File: config.mk
export PLATFORM = sky130hd
export DESIGN_NAME = ram_port_arbiter_flat
export DESIGN_NICKNAME = d
export VERILOG_FILES = /design/src/rtl/ram_port_arbiter_if.sv /design/src/rtl/ram_port_arbiter.sv /design/src/flat_wrapper.sv
export SDC_FILE = /design/constraint.sdc
export NUM_CORES = 1
export LEC_CHECK = 0
export BUFFER_PORTS_ARGS = -buffer_cell sky130_fd_sc_hd__buf_2
export CAP_MARGIN = 5
export CORE_MARGIN = 5
export CORE_UTILIZATION = 49
export DETAILED_ROUTE_END_ITERATION = 8
export GPL_ROUTABILITY_DRIVEN = 0
export PLACE_DENSITY = 0.84
export SETUP_SLACK_MARGIN = 0.05
export SLEW_MARGIN = 40
export SYNTH_ARGS = -nofsm -noshare
export SYNTH_HDL_FRONTEND = slang
export SYNTH_SLANG_ARGS = --single-unit
export TNS_END_PERCENT = 30
File: constraint.sdc
create_clock -name clka -period 3.3 [get_ports clka]
set_input_delay 0.66 -clock clka [delete_from_list [all_inputs] [get_ports clka]]
set_output_delay 0.66 -clock clka [all_outputs]
set_load 0.05 [all_outputs]
File: src/rtl/ram_port_arbiter_if.sv
// Bundle between the two requesters / RAM model (master side) and the arbiter (slave side).
// All command, response and RAM-facing signals travel here; clock and reset stay plain ports.
interface ram_port_arbiter_if #(
   parameter int unsigned DEPTH = 14,
   parameter int unsigned WIDTH = 2
);
   logic             clr;
   logic             busy;
   logic             req0;
   logic             req1;
   logic             we0;
   logic             we1;
   logic [DEPTH-1:0] addr0;
   logic [DEPTH-1:0] addr1;
   logic [WIDTH-1:0] din0;
   logic [WIDTH-1:0] din1;
   logic             gnt0;
   logic             gnt1;
   logic             rvalid0;
   logic             rvalid1;
   logic [WIDTH-1:0] rdata;
   logic             ram_ena;
   logic             ram_wea;
   logic [DEPTH-1:0] ram_addra;
   logic [WIDTH-1:0] ram_dina;
   logic             ram_rsta;
   logic [WIDTH-1:0] ram_douta;

   modport slave (
      input  clr, req0, req1, we0, we1, addr0, addr1, din0, din1, ram_douta,
      output busy, gnt0, gnt1, rvalid0, rvalid1, rdata,
      output ram_ena, ram_wea, ram_addra, ram_dina, ram_rsta
   );

   modport master (
      output clr, req0, req1, we0, we1, addr0, addr1, din0, din1, ram_douta,
      input  busy, gnt0, gnt1, rvalid0, rvalid1, rdata,
      input  ram_ena, ram_wea, ram_addra, ram_dina, ram_rsta
   );
endinterface

File: src/rtl/ram_port_arbiter.sv
// Round-robin owner of the single RAM port shared by two requesters, with a zero-fill sweep
// that runs after reset and on the clr command.
module ram_port_arbiter #(
   parameter int unsigned DEPTH = 14,
   parameter int unsigned WIDTH = 2
) (
   input logic               clka,
   input logic               rsta_n,
   ram_port_arbiter_if.slave bus
);

   typedef enum logic [1:0] {StRst, StClear, StServe} state_e;

   state_e           state_q;
   logic [DEPTH-1:0] caddr_q;
   logic             lp_q;
   logic             busy_q;
   logic             rvalid0_q;
   logic             rvalid1_q;

   logic serve_arb;
   logic gnt0;
   logic gnt1;
   logic caddr_last;

   assign serve_arb  = (state_q == StServe) && !bus.clr;
   assign caddr_last = &caddr_q;

   // On a tie the port that was not granted last wins.
   assign gnt0 = serve_arb && bus.req0 && (!bus.req1 || lp_q);
   assign gnt1 = serve_arb && bus.req1 && (!bus.req0 || !lp_q);

   always_comb begin
      bus.ram_ena   = 1'b0;
      bus.ram_wea   = 1'b0;
      bus.ram_addra = '0;
      bus.ram_dina  = '0;
      if (state_q == StClear) begin
         bus.ram_ena   = 1'b1;
         bus.ram_wea   = 1'b1;
         bus.ram_addra = caddr_q;
      end else if (gnt0) begin
         bus.ram_ena   = 1'b1;
         bus.ram_wea   = bus.we0;
         bus.ram_addra = bus.addr0;
         bus.ram_dina  = bus.din0;
      end else if (gnt1) begin
         bus.ram_ena   = 1'b1;
         bus.ram_wea   = bus.we1;
         bus.ram_addra = bus.addr1;
         bus.ram_dina  = bus.din1;
      end
   end

   assign bus.gnt0     = gnt0;
   assign bus.gnt1     = gnt1;
   assign bus.busy     = busy_q;
   assign bus.rvalid0  = rvalid0_q;
   assign bus.rvalid1  = rvalid1_q;
   assign bus.rdata    = (rvalid0_q || rvalid1_q) ? bus.ram_douta : '0;
   assign bus.ram_rsta = 1'b0;

   always_ff @(posedge clka or negedge rsta_n) begin
      if (!rsta_n) begin
         state_q   <= StRst;
         caddr_q   <= '0;
         lp_q      <= 1'b1;
         busy_q    <= 1'b1;
         rvalid0_q <= 1'b0;
         rvalid1_q <= 1'b0;
      end else begin
         rvalid0_q <= gnt0 && !bus.we0;
         rvalid1_q <= gnt1 && !bus.we1;
         if (gnt0) begin
            lp_q <= 1'b0;
         end else if (gnt1) begin
            lp_q <= 1'b1;
         end
         unique case (state_q)
            StRst: begin
               state_q <= StClear;
               caddr_q <= '0;
               busy_q  <= 1'b1;
            end
            StClear: begin
               // Counter holds at all-ones; SERVE is entered on the edge that writes it.
               if (caddr_last) begin
                  state_q <= StServe;
                  busy_q  <= 1'b0;
               end else begin
                  caddr_q <= caddr_q + DEPTH'(1);
               end
            end
            StServe: begin
               if (bus.clr) begin
                  state_q <= StClear;
                  caddr_q <= '0;
                  busy_q  <= 1'b1;
               end
            end
            default: begin
               state_q <= StRst;
               busy_q  <= 1'b1;
            end
         endcase
      end
   end

endmodule

File: src/flat_wrapper.sv
// flat-port wrapper written by rule: the top's interface ports become plain ports
module ram_port_arbiter_flat 
#(
   parameter int unsigned DEPTH = 14,
   parameter int unsigned WIDTH = 2
)
  (clka, rsta_n, bus_clr, bus_req0, bus_req1, bus_we0, bus_we1, bus_addr0, bus_addr1, bus_din0, bus_din1, bus_ram_douta, bus_busy, bus_gnt0, bus_gnt1, bus_rvalid0, bus_rvalid1, bus_rdata, bus_ram_ena, bus_ram_wea, bus_ram_addra, bus_ram_dina, bus_ram_rsta);
  ram_port_arbiter_if #(.DEPTH(DEPTH), .WIDTH(WIDTH)) bus_i ();
  input logic clka;
  input logic rsta_n;
  input wire logic [$bits(bus_i.clr)-1:0] bus_clr;
  input wire logic [$bits(bus_i.req0)-1:0] bus_req0;
  input wire logic [$bits(bus_i.req1)-1:0] bus_req1;
  input wire logic [$bits(bus_i.we0)-1:0] bus_we0;
  input wire logic [$bits(bus_i.we1)-1:0] bus_we1;
  input wire logic [$bits(bus_i.addr0)-1:0] bus_addr0;
  input wire logic [$bits(bus_i.addr1)-1:0] bus_addr1;
  input wire logic [$bits(bus_i.din0)-1:0] bus_din0;
  input wire logic [$bits(bus_i.din1)-1:0] bus_din1;
  input wire logic [$bits(bus_i.ram_douta)-1:0] bus_ram_douta;
  output wire logic [$bits(bus_i.busy)-1:0] bus_busy;
  output wire logic [$bits(bus_i.gnt0)-1:0] bus_gnt0;
  output wire logic [$bits(bus_i.gnt1)-1:0] bus_gnt1;
  output wire logic [$bits(bus_i.rvalid0)-1:0] bus_rvalid0;
  output wire logic [$bits(bus_i.rvalid1)-1:0] bus_rvalid1;
  output wire logic [$bits(bus_i.rdata)-1:0] bus_rdata;
  output wire logic [$bits(bus_i.ram_ena)-1:0] bus_ram_ena;
  output wire logic [$bits(bus_i.ram_wea)-1:0] bus_ram_wea;
  output wire logic [$bits(bus_i.ram_addra)-1:0] bus_ram_addra;
  output wire logic [$bits(bus_i.ram_dina)-1:0] bus_ram_dina;
  output wire logic [$bits(bus_i.ram_rsta)-1:0] bus_ram_rsta;
  assign bus_i.clr = bus_clr;
  assign bus_i.req0 = bus_req0;
  assign bus_i.req1 = bus_req1;
  assign bus_i.we0 = bus_we0;
  assign bus_i.we1 = bus_we1;
  assign bus_i.addr0 = bus_addr0;
  assign bus_i.addr1 = bus_addr1;
  assign bus_i.din0 = bus_din0;
  assign bus_i.din1 = bus_din1;
  assign bus_i.ram_douta = bus_ram_douta;
  assign bus_busy = bus_i.busy;
  assign bus_gnt0 = bus_i.gnt0;
  assign bus_gnt1 = bus_i.gnt1;
  assign bus_rvalid0 = bus_i.rvalid0;
  assign bus_rvalid1 = bus_i.rvalid1;
  assign bus_rdata = bus_i.rdata;
  assign bus_ram_ena = bus_i.ram_ena;
  assign bus_ram_wea = bus_i.ram_wea;
  assign bus_ram_addra = bus_i.ram_addra;
  assign bus_ram_dina = bus_i.ram_dina;
  assign bus_ram_rsta = bus_i.ram_rsta;
  ram_port_arbiter #(.DEPTH(DEPTH), .WIDTH(WIDTH)) u_core (.clka(clka), .rsta_n(rsta_n), .bus(bus_i));
endmodule
=== After elaboration in Yosys (flattened, before gate mapping) ===
Index checks and enable logic that the tools add are counted.
Widths: inputs -> output; s select.

* Register bits: 20
* Input bits: 41
* Output and inout bits: 26
* Logic and storage cells: 58

* Add/sub/neg operators: 1
* Eq/ne operators: 5
* Multiplexer cells: 24
* Reduce and logical (&&, ||, !) cells: 22

{| class="wikitable"
|+ Operator list
! operator !! number
|-
| $mux 14 || 5
|-
| $pmux 14 s3 || 1
|-
| $add 14x1->14 const B || 1
|-
| $reduce_and 14->1 || 1
|-
| $mux 2 || 6
|-
| $mux 1 || 10
|-
| $logic_and 1x1->1 || 7
|-
| $logic_not 1->1 || 6
|-
| $pmux 2 s3 || 1
|-
| $ne 2x2->1 const B || 2
|-
| $logic_or 1x1->1 || 3
|-
| $reduce_and 3->1 || 1
|-
| $reduce_bool 3->1 || 1
|-
| $eq 2x1->1 const B || 1
|-
| $eq 2x2->1 const B || 1
|-
| $logic_not 2->1 || 1
|-
| $ne 2x1->1 const B || 1
|-
| $pmux 1 s2 || 1
|-
| $reduce_and 2->1 || 1
|-
| $reduce_bool 2->1 || 1
|}

=== Logic depth before layout (Yosys ltp) ===
* Depth in word-level cells: 7
* Mapped depth: 6
* Mapped depth without buffers: 6

=== Worst setup path before layout ===
No wires, ideal clock.

* Kind: input port to output port
* Start: input bus_clr
* End: output bus_ram_wea
* Arrival: 2.857 ns
* Required time: 2.640 ns
* Slack: -0.217 ns
* Cell stages on the path: 5
* Path buffers: 1
* Cell sequence: nor3b_1 and3_1 clkbuf_1 a21oi_1 o21ai_0

* Elaborated cells between the ends (all ways): 9
* Those cells by class: mux: 3; reduce/logical: 6

{| class="wikitable"
|+ RTL lines
! what !! RTL line !! source
|-
| from (decl) || flat_wrapper.sv:11 || <nowiki>input wire logic [$bits(bus_i.clr)-1:0] bus_clr;</nowiki>
|-
| $logic_not 1->1 || ram_port_arbiter.sv:26 || <nowiki>assign serve_arb = (state_q == StServe) && !bus.clr;</nowiki>
|-
| $logic_and 1x1->1 || ram_port_arbiter.sv:26 ||
|-
| $logic_and 1x1->1 (2 in series) || ram_port_arbiter.sv:30 || <nowiki>assign gnt0 = serve_arb && bus.req0 && (!bus.req1 || lp_q);</nowiki>
|-
| named net bus_gnt0 || flat_wrapper.sv:22 || <nowiki>output wire logic [$bits(bus_i.gnt0)-1:0] bus_gnt0;</nowiki>
|-
| $mux 1 || ram_port_arbiter.sv:42 || <nowiki>end else if (gnt0) begin</nowiki>
|-
| $mux 1 || ram_port_arbiter.sv:38 || <nowiki>if (state_q == StClear) begin</nowiki>
|-
| to (decl) || flat_wrapper.sv:28 || <nowiki>output wire logic [$bits(bus_i.ram_wea)-1:0] bus_ram_wea;</nowiki>
|}

The timed path passes the listed nets, and every way through them passes these cells.

=== Final worst setup path ===
* Start: register u_core.state_q[1]
* End: output bus_ram_addra[5]

* Cells in the longest elaborated chain, start to end: 7
* Elaborated cells between the ends (all ways): 10
* Those cells by class: eq/ne: 2; mux: 3; reduce/logical: 5

{| class="wikitable"
|+ Ends and longest elaborated chain
! what !! RTL line !! source
|-
| from (decl) || ram_port_arbiter.sv:14 || <nowiki>state_e state_q;</nowiki>
|-
| from (signal assigned) || ram_port_arbiter.sv:65 || <nowiki>state_q <= StRst;</nowiki>
|-
| from (signal assigned) || ram_port_arbiter.sv:81 || <nowiki>state_q <= StClear;</nowiki>
|-
| from (signal assigned) || ram_port_arbiter.sv:88 || <nowiki>state_q <= StServe;</nowiki>
|-
| $eq 2x2->1 || ram_port_arbiter.sv:26 ||
|-
| $logic_and 1x1->1 || ram_port_arbiter.sv:26 ||
|-
| $logic_and 1x1->1 (2 in series) || ram_port_arbiter.sv:31 || <nowiki>assign gnt1 = serve_arb && bus.req1 && (!bus.req0 || !lp_q);</nowiki>
|-
| $mux 14 || ram_port_arbiter.sv:47 || <nowiki>end else if (gnt1) begin</nowiki>
|-
| $mux 14 || ram_port_arbiter.sv:42 ||
|-
| $mux 14 * || ram_port_arbiter.sv:38 ||
|-
| to (decl) || flat_wrapper.sv:29 || <nowiki>output wire logic [$bits(bus_i.ram_addra)-1:0] bus_ram_addra;</nowiki>
|}

Every way passes the cells marked *; elsewhere a longest branch is shown, timed or not.

==> metrics.txt <==
status finished, final reports clean; first-pass GRT wire length 6.22 mm; min Tclk post-route 3.03 ns; post-synthesis register bit count 20; fillcell total 215; Post-synth top cells dfrtp_1, inv_1, nand2_1; crit start category register; CTS tree built; clk slew on worst S/H paths 0.11 ns; Mapped Nets 196; depth of the CTS H-tree 1; Initial Utilization 0.522; global route total overflow 0; initial antenna violation count 0; final wirelength 4.17 mm; Power Total 425 µW; fmax 0.330 GHz; Max Cap Viol 0; syn_area_per_cell 8.63 µm²; WP buf/inv 2; kind of critical path reg -> out; critical path arrival 2.37 ns; fin util 0.670; Critical Path End Type output pin; Die Width 62.1 µm; vias per cell 6.31; most frequent cell after synthesis dfrtp_1; Avg WL per Cell 17.0 µm; final setup vio count 0; Clock Latency Late Sink 0.31 ns; ANT cells 0; io pins 67; Slew HR 0.514; Slew @ Worst Pin 0.729 ns; routed via count 1547; DRT Pass-1 Iters 6; RSZ-0062 raised after global routing false; non-filler cells, final 245; worst-path fanout max 21; Yosys cell types 41; Core ar. 2540 µm²; full die area 3850 µm²; CP Data Required Time 2.64 ns; HPWL after detailed placement 3.14 mm; TritonCTS Buffers 3; Iteration-0 DRC Markers 160; hold crit path type in -> async; Final ANT Viol Nets 0; Top Family by Delay on Critical Path simple AND/OR/NAND/NOR gates; Yosys warnings 0; Fin Hold WS 0.286 ns; Final Skew 0.00127 ns; # rows 18; setup TNS 0 ns; Hold Buf Count CTS 0; Seq/Total Area, Yosys 0.379; # DRC 0; gr usage total 0.218; CTS resizes 0; DIE HEIGHT 62.1 µm; Pwr Density 249 nW/µm²; CP peak stage delay 0.69 ns; critical-path cell with the highest stage delay and3_1; final period utilization 0.918; PortBufs 65; area leader, netlist dfrtp_1; synth top area cells dfrtp_1, a222oi_1, inv_1; leak pwr 0.926 nW; Post-Synthesis Cells 154; vias in the first global route 1359; share of cells above drive strength 1 0.363; Worst IR Drop VDD 317 µV; Synth Cell Area 1330 µm²; largest net degree at the start of global routing 22; Post-synth EDFFs 0; final net count 258; Placed Cells 241; area delta synth->final 28.2%; Root Buffer clkbuf_4; final slew viol count 0; count of final hold-check violations 0; CP Cell Sequence nor3b_1 -> and3_1 -> a222oi_1 -> inv_1 -> buf_2; # clock sinks 20; Main synth FF type dfrtp_1; CTS Buffer Depth 2; post-synth top area share 0.339; setup bufs post-CTS 0; fraction of registers with async set/reset 1.00
## layout make-up
| type | instances | area (µm²) | share of cell area |
|---|---|---|---|
| clock buffers | 4 | 36.3 | 0.0213 |
| inverters | 18 | 67.6 | 0.0396 |
| multi-input cells | 105 | 712 | 0.418 |
| flip-flops and latches | 20 | 503 | 0.295 |
| well taps | 30 | 37.5 | 0.0220 |
| repair buffers | 68 | 348 | 0.204 |
## routing by layer
metal | global-route usage | routed length, µm | vias to the layer above
li1 | - | - | 714
met1 | 0.268 | 1530 | 739
met2 | 0.395 | 2120 | 91
met3 | 0.0413 | 505 | 3
met4 | 0.0424 | 11 | 0
met5 | 0 | 0 | -
## through the flow
| stage | worst slack (ns) | area, µm² |
|---|---|---|
| 2_1_floorplan | 0.150 | 1330 |
| 3_3_place_gp | 0.494 | 1670 |
| 3_5_place_dp | 0.380 | 1670 |
| 4_1_cts | 0.332 | 1700 |
| 5_1_grt | 0.148 | 1700 |
| 6_report | 0.270 | 1700 |
## path summary, 6_finish.rpt
path / startpoint / endpoint / slack (ns) / depth (start not counted)
max: u_core.state_q[1] / bus_ram_addra[5] / 0.27 / 5
min: rsta_n / u_core.caddr_q[3] / 0.29 / 1
max reg2reg: u_core.caddr_q[1] / u_core.caddr_q[9] / 0.96 / 6
min reg2reg: u_core.lp_q / u_core.lp_q / 0.51 / 2
max in group asynchronous: rsta_n / u_core.lp_q / 2.67 / 1
min in group clka: bus_we1 / u_core.bus.rvalid1 / 0.50 / 2
## power breakdown
group	switching, mW	leakage (nW)	total, mW	internal (mW)
combinational	0.0158	0.661	0.0326	0.0168
sequential	0	0.244	0.245	0.245
clock	0.0798	0.0210	0.147	0.0675
## cell usage in the layout, fill, tap and decap left out, types with 2 or more instances in the layout
cell type / n
or3_1: 2
and4_1: 3
o221ai_1: 2
o21ai_0: 3
nor2b_1: 3
or4_1: 2
nand4_1: 4
nand2_1: 14
buf_4: 3
o21a_1: 4
clkbuf_4: 3
nor3_1: 2
a21oi_1: 4
buf_2: 65
nand2b_1: 3
a31oi_1: 7
inv_1: 17
dfrtp_1: 18
a22o_1: 3
a211o_1: 3
and3_1: 5
nor2_1: 7
a222oi_1: 13
nand3_1: 4
dfstp_2: 2
o21bai_1: 2
## cell families (layout without fill, tap and decap cells)
kind of cell / Yosys count / in the layout / share of synthesized area
flip-flops: 20 / 20 / 0.379
adder cells (fa/ha/maj): 1 / 1 / 0.00941
AO/OA/AOI/OAI: 48 / 48 / 0.287
other: 1 / 1 / 0.00282
buffers and inverters: 29 / 90 / 0.0857
multiplexers: 1 / 1 / 0.00753
AND/OR/NAND/NOR: 54 / 54 / 0.229
## worst register-to-register path, delay by kind of cell (launching register included)
kind | cells | cell delay [ns]
adders and majority gates | 1 | 0.27
buffers and inverters | 1 | 0.16
and+or+nand+nor | 2 | 0.79
DFF | 1 | 0.44
AOI/OAI and AO/OA | 2 | 0.61
## state kept, by name (all words and copies together), names as in the netlist
signal and cells:
u_core.caddr_q 14, u_core.state_q 2, u_core.bus.rvalid0 1, u_core.lp_q 1, u_core.bus.busy 1, u_core.bus.rvalid1 1
No activity file was read; power rests on OpenSTA's default activity.
